$ cat src/rtl/wb_state_regs.sv
// Write-back architectural state: HI/LO, LLbit and a retired-write counter,
// with same-cycle bypass so EX/MEM always see the newest committed values.
module wb_state_regs (
  input  logic        clk,
  input  logic        rst_n,
  input  logic [31:0] wb_hi_i,
  input  logic [31:0] wb_lo_i,
  input  logic        wb_en_hilo_i,
  input  logic        wb_LLbit_en,
  input  logic        wb_LLbit_data,
  input  logic        wb_en_wb,
  input  logic [31:0] mem_hi_i,
  input  logic [31:0] mem_lo_i,
  input  logic        mem_en_hilo_i,
  input  logic        flush,
  output logic [31:0] hi_o,
  output logic [31:0] lo_o,
  output logic        LLbit_o,
  output logic [31:0] retire_cnt
);

  localparam int DataWidth = 32;

  logic [DataWidth-1:0] hi_reg, hi_next;
  logic [DataWidth-1:0] lo_reg, lo_next;
  logic                 llbit_reg, llbit_next;
  logic [DataWidth-1:0] retire_cnt_reg, retire_cnt_next;

  // A flush kills the LL/SC reservation but never a HI/LO commit.
  always_comb begin
    hi_next         = hi_reg;
    lo_next         = lo_reg;
    llbit_next      = llbit_reg;
    retire_cnt_next = retire_cnt_reg;
    if (wb_en_hilo_i) begin
      hi_next = wb_hi_i;
      lo_next = wb_lo_i;
    end
    if (flush) begin
      llbit_next = 1'b0;
    end else if (wb_LLbit_en) begin
      llbit_next = wb_LLbit_data;
    end
    if (wb_en_wb && !flush) begin
      retire_cnt_next = retire_cnt_reg + 32'd1;
    end
  end

  always_ff @(posedge clk or negedge rst_n) begin
    if (!rst_n) begin
      hi_reg         <= '0;
      lo_reg         <= '0;
      llbit_reg      <= 1'b0;
      retire_cnt_reg <= '0;
    end else begin
      hi_reg         <= hi_next;
      lo_reg         <= lo_next;
      llbit_reg      <= llbit_next;
      retire_cnt_reg <= retire_cnt_next;
    end
  end

  // HI and LO always come from one source so a pair is never torn.
  always_comb begin
    hi_o = hi_reg;
    lo_o = lo_reg;
    if (mem_en_hilo_i) begin
      hi_o = mem_hi_i;
      lo_o = mem_lo_i;
    end else if (wb_en_hilo_i) begin
      hi_o = wb_hi_i;
      lo_o = wb_lo_i;
    end
  end

  always_comb begin
    LLbit_o = llbit_reg;
    if (flush) begin
      LLbit_o = 1'b0;
    end else if (wb_LLbit_en) begin
      LLbit_o = wb_LLbit_data;
    end
  end

  assign retire_cnt = retire_cnt_reg;

endmodule

$ cat config.mk
export PLATFORM = sky130hd
export DESIGN_NAME = wb_state_regs
export DESIGN_NICKNAME = d
export VERILOG_FILES = /design/src/rtl/wb_state_regs.sv
export SDC_FILE = /design/constraint.sdc
export NUM_CORES = 1
export LEC_CHECK = 0
export BUFFER_PORTS_ARGS = -buffer_cell sky130_fd_sc_hd__buf_4
export CAP_MARGIN = 20
export CELL_PAD_IN_SITES_DETAIL_PLACEMENT = 1
export CELL_PAD_IN_SITES_GLOBAL_PLACEMENT = 1
export CORE_MARGIN = 2
export CORE_UTILIZATION = 35
export DETAILED_ROUTE_END_ITERATION = 12
export GPL_TIMING_DRIVEN = 0
export PLACE_DENSITY = 0.9
export SYNTH_ARGS = -nofsm -noshare
export SYNTH_HDL_FRONTEND = slang
export SYNTH_SLANG_ARGS = --single-unit
$ cat constraint.sdc
create_clock -name clk -period 2 [get_ports clk]
set_input_delay 0 -clock clk [delete_from_list [all_inputs] [get_ports clk]]
set_output_delay 0 -clock clk [all_outputs]
set_load 0.05 [all_outputs]
==> summary.md <==
| Metric | Value |
|---|---|
| Post-Syn Instances | 343 |
| Cts bufs inserted | 9 |
| Post-CTS Setup Bufs | 0 |
| Max cap viols | 0 |
| Die height | 119 um |
| CTS clk-pin slew, worst paths | 0.06 ns |
| Die width | 119 um |
| Dpl ws | 0.291 ns |
| Initial antenna violation count | 2 |
| Setup TNS | 0 ns |
| Final WL | 18.1 mm |
| Leakage power | 0.00359 uW |
| P&R area growth vs syn | 62.6% |
| Worst Hold Class | primary input to flip-flop |
| Status | completed |
| Switching power total | 1980 uW |
| Total grt overflow | 0 |
| DR vias | 4105 |
| Setup Crit Path Kind | flip-flop to flip-flop |
| Wire length per cell | 21.6 um |
| GRT Overall Usage | 25.5% |
| Vias in the first global route | 4636 |
| Max IR drop VDD | 0.931 mV |
| Worst slew pin tran | 0.700 ns |
| Largest net degree at the start of global routing | 50 |
| Final Critical Period | 1.72 ns |
| RSZ-0062 raised after global routing | false |
| 1st-pass router iterations | 4 |
| Core area | 13100 um2 |
| CP Capture Type | flip-flop |
| Worst Skew | 0.00356 ns |
| WP data arrival | 1.99 ns |
| Critical Path RT | 2.27 ns |
| Port bufs | 230 |
| Residual DRC | 0 |
| Top-area cell type share of the netlist area | 52.2% |
| Max clock buf depth | 2 |
| Setup violations, final | 0 |
| Rel. slew slack | 53.4% |
| Sw Share | 34.1% |
| H-tree levels | 3 |
| YS warnings | 0 |
| Initial Utilization | 35.5% |
| Detailed placer's ending HPWL | 11.2 mm |
| Yosys cell types | 24 |
| Sequential area share after synthesis | 52.2% |
| Total number of clock tree sinks | 97 |
| Comb power frac | 33.4% |
| Clk pwr share | 27.2% |
| Clk Latency, worst-skew pair | 0.34 ns |
| Ranking of synthesized cells by area | dfrtp_1, mux2_2, xor2_1, xnor2_1, nor4_1 |
| P_int | 3810 uW |
| Area of the die | 14200 um2 |
| Syn Nets | 480 |
| Sequential share of power | 39.4% |
| Hold Vio Cnt, Final | 0 |
| Global-route wire length before repair | 27.5 mm |
| Cell taking the most area after synthesis | dfrtp_1 |
| Initial DRC count | 103 |
| GP Congestion | 0.903 |
| DP Area | 6620 um2 |
| I/O pin cnt | 233 |
| CP Max Fanout | 10 |
| Pins Over Slew Limit | 0 |
| CP Launch Type | flip-flop |
| Mapped cell area | 4650 um2 |
| Period utilisation layout | 86.0% |
| Syn avg cell area | 13.5 um2 |
| Avg Vias per Cell | 4.92 |
| Max Clk Rate | 581 MHz |
| PwrDens | 766 nW/um2 |
| Final setup margin | 0.279 ns |
| Antenna viol nets, final | 0 |
| Share of layout cells above drive strength 1 | 58.1% |
| Row Count | 42 |
| Root buffer cell | clkbuf_16 |
| Final net count | 789 |
| TritonCTS clock tree | done |
| FF+latch count, synth | 97 |
| Cell area after layout | 7560 um2 |
## timing repair
action | in CTS | in global routing
endpoints found under the hold margin | 113 | 0
resized for setup | 0 | 0
hold buffers | 67 | 0
## final timing paths
kind | slack [ns] | to | from | cells after the start
worst max-delay path | 0.28 | retire_cnt[29] | retire_cnt[9] | 5
worst min-delay path | 0.19 | retire_cnt[4] | wb_en_wb | 4
worst max register to register | 0.28 | retire_cnt[29] | retire_cnt[9] | 5
worst min register to register | 0.49 | retire_cnt[31] | retire_cnt[31] | 1
max in group asynchronous | 1.06 | retire_cnt[14] | rst_n | 3
min in group asynchronous | 0.26 | hi_reg[24] | rst_n | 2
## logic make-up after synthesis
| logic type | after synthesis | share of synthesized area, % |
|---|---|---|
| XOR/XNOR | 31 | 5.84 |
| adder cells (fa/ha/maj) | 1 | 0.269 |
| buffers and inverters | 24 | 2.26 |
| flip-flops | 97 | 52.2 |
| multiplexers | 130 | 31.5 |
| AND/OR/NAND/NOR | 60 | 7.89 |
## metal layers
| layer | GRT usage, % | share of wire, % | vias to the layer above |
|---|---|---|---|
| met2 | 45.9 | 52 | 181 |
| met5 | 0 | 0 | - |
| met1 | 28.1 | 38 | 2035 |
| met4 | 10.5 | 3.4 | 0 |
| li1 | - | - | 1849 |
| met3 | 7.42 | 7.2 | 40 |
## placed cells by master (no fill, tap or decap), types with 2 or more instances in the layout
master,n
nand2_1,9
buf_2,6
diode_2,3
and4_1,4
dfrtp_1,97
xor2_1,19
and3_1,2
inv_1,7
buf_4,230
nand3_1,8
nor4_1,10
mux2_2,129
xnor2_1,12
nand4_1,6
clkbuf_1,15
clkbuf_16,9
nor2_1,6
nand4_2,2
dlygate4sd3_1,67
nor3_1,8
## power by group through the flow
stage,Combinational [uW],Sequential (uW),Clock (uW)
3_3_place_gp,1730,2280,0
6_report,1930,2280,1580
4_1_cts,1900,2270,1620
3_5_place_dp,1780,2300,0
5_1_grt,2010,2310,1690
2_1_floorplan,936,2470,0
## cell usage after synthesis, drive strengths merged
library cell / count
xor2: 19
mux2: 129
clkbuf: 10
nor4: 10
and4: 5
buf: 7
nand3: 8
and4b: 1
ha: 1
nand2: 9
nand4: 9
and3: 2
nor2b: 1
xnor2: 12
nor3: 8
nor2: 6
nand4b: 1
mux2i: 1
dfrtp: 97
inv: 7
## stage by stage
stage,power (uW),hold slack [ns],util [%],cells
detailed placement,4080,0.0728,50.6,750
CTS,5780,0.168,57.7,832
global placement,4010,0.193,50.4,749
finish,5790,0.186,57.7,835
floorplan,3410,-0.296,-,343
global route,6010,0.186,57.7,834
## critical path: stages, from the launching register on
cell     delay (ns)
dfrtp_1        0.46
and4_1         0.28
nand4_2        0.19
buf_6          0.20
nor4_1         0.34
xor2_1         0.17
## layout make-up
class / instances / area, um2
Multi-Input combinational cell: 222 / 2110
Tap cell: 176 / 220
Inverter: 7 / 26.3
Antenna cell: 3 / 7.51
Sequential cell: 97 / 2430
Clock buffer: 15 / 258
Buffer: 17 / 78.8
Timing Repair Buffer: 298 / 2420
Fill cell: 1327 / 5530
(Power assumes the default switching activity.)
